<file path="src/rtl/unified_mem_arbiter.sv">
// Arbitrates one single-port memory between the fetch and load/store ports.
// Define RR_ARB_EN for round-robin arbitration; otherwise data has fixed priority.
module unified_mem_arbiter #(
  parameter int ADDR_W  = 32,
  parameter int DATA_W  = 32,
  parameter int MEM_LAT = 2
) (
  input  logic              clk,
  input  logic              rst,
  input  logic              if_req,
  input  logic [ADDR_W-1:0] if_addr,
  output logic              if_gnt,
  output logic              if_rvalid,
  output logic [DATA_W-1:0] if_rdata,
  input  logic              d_req,
  input  logic              d_we,
  input  logic [ADDR_W-1:0] d_addr,
  input  logic [DATA_W-1:0] d_wdata,
  output logic              d_gnt,
  output logic              d_rvalid,
  output logic [DATA_W-1:0] d_rdata,
  output logic              mem_en,
  output logic              mem_we,
  output logic [ADDR_W-1:0] mem_addr,
  output logic [DATA_W-1:0] mem_wdata,
  input  logic [DATA_W-1:0] mem_rdata
);

  typedef enum logic [1:0] {IDLE, WAIT, RESP} state_t;

  localparam logic [3:0] LAT_CNT = 4'(MEM_LAT);

  state_t            state, state_next;
  logic [3:0]        cnt, cnt_next;
  logic              owner_d, owner_next;
  logic              pick_d, pick_if;
  logic              if_gnt_int, d_gnt_int, mem_en_int, mem_we_int;
  logic [ADDR_W-1:0] mem_addr_int;
  logic [DATA_W-1:0] mem_wdata_int;

`ifdef RR_ARB_EN
  // last_d = 1 means the data port won the most recent grant.
  logic last_d;

  always_ff @(posedge clk or negedge rst) begin
    if (!rst) begin
      last_d <= 1'b1;
    end else if (if_gnt_int || d_gnt_int) begin
      last_d <= d_gnt_int;
    end
  end

  assign pick_d = d_req && (!if_req || !last_d);
`else
  assign pick_d = d_req;
`endif

  assign pick_if = if_req && !pick_d;

  always_comb begin
    state_next    = state;
    cnt_next      = cnt;
    owner_next    = owner_d;
    if_gnt_int    = 1'b0;
    d_gnt_int     = 1'b0;
    mem_en_int    = 1'b0;
    mem_we_int    = 1'b0;
    mem_addr_int  = '0;
    mem_wdata_int = '0;
    case (state)
      IDLE: begin
        if (pick_d) begin
          d_gnt_int     = 1'b1;
          mem_en_int    = 1'b1;
          mem_we_int    = d_we;
          mem_addr_int  = d_addr;
          mem_wdata_int = d_wdata;
          if (!d_we) begin
            owner_next = 1'b1;
            cnt_next   = LAT_CNT;
            state_next = WAIT;
          end
        end else if (pick_if) begin
          if_gnt_int   = 1'b1;
          mem_en_int   = 1'b1;
          mem_addr_int = if_addr;
          owner_next   = 1'b0;
          cnt_next     = LAT_CNT;
          state_next   = WAIT;
        end
      end
      WAIT: begin
        cnt_next = cnt - 4'd1;
        if (cnt == 4'd1) state_next = RESP;
      end
      RESP:    state_next = IDLE;
      default: state_next = IDLE;
    endcase
  end

  // Combinational outputs are forced quiet while reset is held.
  assign if_gnt    = rst & if_gnt_int;
  assign d_gnt     = rst & d_gnt_int;
  assign mem_en    = rst & mem_en_int;
  assign mem_we    = rst & mem_we_int;
  assign mem_addr  = rst ? mem_addr_int : '0;
  assign mem_wdata = rst ? mem_wdata_int : '0;

  always_ff @(posedge clk or negedge rst) begin
    if (!rst) begin
      state     <= IDLE;
      cnt       <= 4'd0;
      owner_d   <= 1'b0;
      if_rvalid <= 1'b0;
      d_rvalid  <= 1'b0;
      if_rdata  <= '0;
      d_rdata   <= '0;
    end else begin
      state     <= state_next;
      cnt       <= cnt_next;
      owner_d   <= owner_next;
      if_rvalid <= 1'b0;
      d_rvalid  <= 1'b0;
      if (state == WAIT && cnt == 4'd1) begin
        if (owner_d) begin
          d_rvalid <= 1'b1;
          d_rdata  <= mem_rdata;
        end else begin
          if_rvalid <= 1'b1;
          if_rdata  <= mem_rdata;
        end
      end
    end
  end

endmodule

</file>
<file path="config.mk">
export PLATFORM = sky130hd
export DESIGN_NAME = unified_mem_arbiter
export DESIGN_NICKNAME = d
export VERILOG_FILES = /design/src/rtl/unified_mem_arbiter.sv
export SDC_FILE = /design/constraint.sdc
export NUM_CORES = 1
export LEC_CHECK = 0
export BUFFER_PORTS_ARGS = -buffer_cell sky130_fd_sc_hd__buf_2
export CAP_MARGIN = 20
export CORE_AREA = 2 2 103 105
export CTS_BUF_LIST = sky130_fd_sc_hd__clkbuf_8
export CTS_CLUSTER_SIZE = 16
export DETAILED_ROUTE_END_ITERATION = 12
export DIE_AREA = 0 0 105 107
export GPL_TIMING_DRIVEN = 1
export PLACE_DENSITY = 0.67
export SYNTH_ARGS = -nofsm -noshare
export SYNTH_HDL_FRONTEND = slang
export SYNTH_SLANG_ARGS = --single-unit
</file>
<file path="constraint.sdc">
create_clock -name clk -period 3.9 [get_ports clk]
set_input_delay 0.195 -clock clk [delete_from_list [all_inputs] [get_ports clk]]
set_output_delay 0.195 -clock clk [all_outputs]
set_load 0.05 [all_outputs]
</file>
# ---- After elaboration in Yosys (flattened, before gate mapping)
# Cells that the tools add are included.
dict set report totals {
  out_inout_bits 134
  reg_bits 73
  word_cells 62
}
dict set report classes {
  n_addsub 1
  muxes 32
  reduce_logical 11
  bitwise 5
  n_eq_ne 6
}
# cell count
set ops {}
lappend ops {{$mux W32} 7}
lappend ops {{$mux W1} 16}
lappend ops {{$mux W4} 3}
lappend ops {{$reduce_and A3 Y1} 3}
lappend ops {{$mux W2} 4}
lappend ops {{$pmux W4 S2} 1}
lappend ops {{$ne A3 B3 Y1 const B} 2}
lappend ops {{$and A1 B1 Y1} 4}
lappend ops {{$eq A4 B1 Y1 const B} 1}
lappend ops {{$ne A2 B2 Y1 const B} 2}
lappend ops {{$pmux W2 S2} 1}
lappend ops {{$reduce_and A2 Y1} 2}
lappend ops {{$reduce_bool A2 Y1} 2}
lappend ops {{$sub A4 B1 Y4 const B} 1}
lappend ops {{$eq A2 B1 Y1 const B} 1}
lappend ops {{$logic_and A1 B1 Y1} 2}
lappend ops {{$logic_not A2 Y1} 1}
lappend ops {{$logic_not A1 Y1} 1}
lappend ops {{$not A1 Y1} 1}

# ---- Logic depth before layout (Yosys ltp)
dict set report depth {
  word_depth 6
  ltp_mapped 7
}

# ---- Least setup slack after synthesis
# OpenSTA, ideal clock, no wires.
dict set report synth_timing {
  path_type {register -> output}
  start {register state[0]}
  end {output port mem_addr[22]}
  t_required_ps 3705
  arrival_time_ps 1891
  slack_ps 1814
  path_stages_with_launch 6
  cell_sequence {dfrtp_1 > buf_6 > or3b_4 > nor3b_4 > buf_6 > a22o_1}
}
dict set report synth_between {
  elab_chain_cells 3
}
# item line
set synth_rtl {}
lappend synth_rtl {{start, declared} 33} ;# state_t state, state_next;
lappend synth_rtl {{start signal, assigned} 119} ;# state <= state_next;
lappend synth_rtl {{$logic_not A2 Y1} 70} ;# case (state)
lappend synth_rtl {{$mux W32} 70}
lappend synth_rtl {{$mux W32} 106} ;# assign mem_addr = rst ? mem_addr_int : '0;
lappend synth_rtl {{end, declared} 24} ;# output logic [ADDR_W-1:0] mem_addr,
# No other way between the ends.

# ---- Worst setup path after layout
dict set report layout_timing {
  start {register state[1]}
  end {output port mem_addr[18]}
}
# The elaborated chain is that of the path after synthesis.

==> results.yml <==
outcome:
  status: "complete, no violations"
grt:
  grt_max_degree: 74
  grt-ovfl-total: 0
  grt_pass1_vias: 3262
  gr-usage-all-layers_pct: 23.4
  antenna_found_initial: 1
  grt_pass1_wl_um: 19300
power:
  powerDensity_nw_per_um2: 902
  leakagePower_nw: 2.76
  irDropWorstVdd_mv: 0.602
  p_total_mw: 4.57
layout:
  area_growth_pct: 47.3
  drive_gt1_share_pct: 65.7
  nets: 655
  fillCellCount: 946
  finalInstanceArea_sq_um: 5070
die:
  dieWidth_um: 105
  num_io_pins: 267
  die_area_sq_um: 11200
  initial_core_util_pct: 34.1
  core-area_sq_um: 10100
  rows: 37
  die_h_um: 107
clock_network:
  worstSkewPairLatency_ns: 0.34
  cts_hold_buf: 0
  htreeDepth: 3
  cts_tree: "yes"
  clk_transition_reported_paths_ns: 0.08
  post_cts_buffers: 0
  cts_buffers: 9
  cts_root_buffer: "clkbuf_8"
  ctsResizeCount: 0
  clock_path_buffers: 2
  cts.sinks: 73
yosys:
  syn_area_per_cell_sq_um: 13.3
  synthDistinctLibCells: 32
  syn_inst: 259
  synth_nets: 394
  yosys_warnings: 0
  yosysSeqAreaShare_pct: 53.1
  synth_area_sq_um: 3440
  synth-seq-cells: 73
setup_path:
  critPathKind: "reg2out"
  worstPathRequired_ns: 3.70
  worstSetupEndpointType: "output pin"
  path_max_fanout: 19
  start_kind: "flop"
  worstPathArrival_ns: 2.63
sta:
  period_needed_ns: 2.82
  hold_violations: 0
  setup_ws_ns: 1.08
  setup_tns_ns: 0
  maxSlewViolCount: 0
  skew_ns: 0.00667
  tightest_slew_ns: 0.996
  finalSetupViolCount: 0
  max_freq_ghz: 0.354
  period_share_pct: 72.4
  hold_slack_ns: 0.0796
  rsz0062_at_grt: "no"
  slew_headroom_pct: 33.6
routing:
  via_per_inst: 4.87
  drt_iter0_drc: 200
  drc: 0
  vias: 3226
  drtPass1Iterations: 4
  wl_per_cell_um: 20.3
  wl_um: 13500
  ant_nets: 0
place:
  port_buffers: 266
  gp_congestion: 0.995
  hpwlAfterDp_um: 10800
  post-place-ws_ns: 1.47
  place_area_sq_um: 4850
job:
  drv_cap: 0
hold_path:
  hold_class: "in2reg"
-- state kept, by name, summed over array words and instances, names as in the netlist --
register / flops
if_rdata: 32
d_rdata: 32
cnt: 4
if_rvalid: 1
owner_d: 1
d_rvalid: 1
state: 2
-- cell type report --
cell class	count	area, sq um	area share [%]
diodes	2	5.00	0.0987
multi-input cells	164	1480	29.2
well taps	136	170	3.36
clock inverters	7	93.8	1.85
flip-flops and latches	73	1830	36.0
clock buffers	9	124	2.44
inverters	3	11.3	0.222
repair buffers	269	1360	26.8
-- worst max-delay path: stages (launching register included) --
cell     delay, ns
dfrtp_1       0.49
or3b_4        0.43
nor3b_4       0.57
buf_4         0.34
a22o_1        0.18
buf_2         0.27
-- kinds of logic after synthesis --
logic type | count (synthesis) | synth area share, %
AND/OR/NAND/NOR | 54 | 10.4
buffers and inverters | 22 | 3.93
adder cells (fa/ha/maj) | 2 | 0.727
flip-flops | 73 | 53.1
multiplexers | 65 | 21.3
AO/OA/AOI/OAI | 43 | 10.6
-- through the flow --
stage          utilization, %  cells
2_1_floorplan               -    259
3_3_place_gp             48.0    645
3_5_place_dp             48.0    645
4_1_cts                  50.2    661
5_1_grt                  50.2    661
6_report                 50.2    663
-- Yosys cell counts (all sizes together) --
| master | instances | share of area, % |
|---|---|---|
| mux2 | 65 | 21 |
| o31a | 1 | 0.25 |
| inv | 3 | 0.33 |
| dfrtp | 73 | 53 |
| nand2b | 1 | 0.18 |
| and3b | 1 | 0.25 |
| buf | 14 | 3.1 |
| and3 | 2 | 0.36 |
| or2 | 2 | 0.36 |
| nand2 | 2 | 0.22 |
| a21oi | 2 | 0.29 |
| clkbuf | 5 | 0.55 |
| a21bo | 2 | 0.58 |
| nor2b | 2 | 0.44 |
| ha | 2 | 0.73 |
| a221oi | 2 | 0.51 |
| and2b | 1 | 0.22 |
| a211o | 1 | 0.25 |
| nor3b | 2 | 0.91 |
| and2 | 35 | 6.4 |
| a22o | 32 | 8.1 |
| a211oi | 2 | 0.44 |
| nor3 | 2 | 0.29 |
| o21ai | 1 | 0.15 |
| nand3b | 1 | 0.22 |
| nor2 | 2 | 0.22 |
| or3b | 1 | 0.33 |
-- where the power goes --
| group | internal (mW) | switching [mW] | total (mW) | leakage [nW] |
|---|---|---|---|---|
| Sequential | 1.13 | 0.205 | 1.34 | 0.866 |
| Combinational | 0.707 | 1.88 | 2.59 | 1.79 |
| Clock | 0.361 | 0.288 | 0.649 | 0.111 |
| Total | 2.20 | 2.37 | 4.57 | 2.76 |
-- final timing paths --
| path | start | end | cells past startpoint | slack, ns |
|---|---|---|---|---|
| max | state[1]$_DFFE_PN0P_ | mem_addr[18] | 5 | 1.08 |
| min | mem_rdata[18] | d_rdata[18]$_DFFE_PN0P_ | 2 | 0.08 |
| max reg2reg | cnt[1]$_DFFE_PN0P_ | d_rdata[26]$_DFFE_PN0P_ | 5 | 1.69 |
| min reg2reg | d_rdata[18]$_DFFE_PN0P_ | d_rdata[18]$_DFFE_PN0P_ | 1 | 0.48 |
| max in group asynchronous | rst | state[1]$_DFFE_PN0P_ | 2 | 3.22 |
| min in group asynchronous | rst | state[0]$_DFFE_PN0P_ | 2 | 0.10 |
-- layout by cell type (no fill, tap or decap), drive strengths merged, types with 6 or more instances in the layout --
cell type	instances
inv	6
buf	269
dfrtp	73
a22o	32
clkbuf	9
mux2	65
and2	35
-- layer usage --
metal | track usage (%) | share of wire [%] | vias to the layer above
met5 | 0 | 0 | -
met4 | 11.4 | 4.1 | 0
met3 | 8.02 | 9.2 | 25
met2 | 37.5 | 47 | 187
met1 | 28.1 | 40 | 1563
li1 | - | - | 1451
Power figures use the tool's default switching activity.
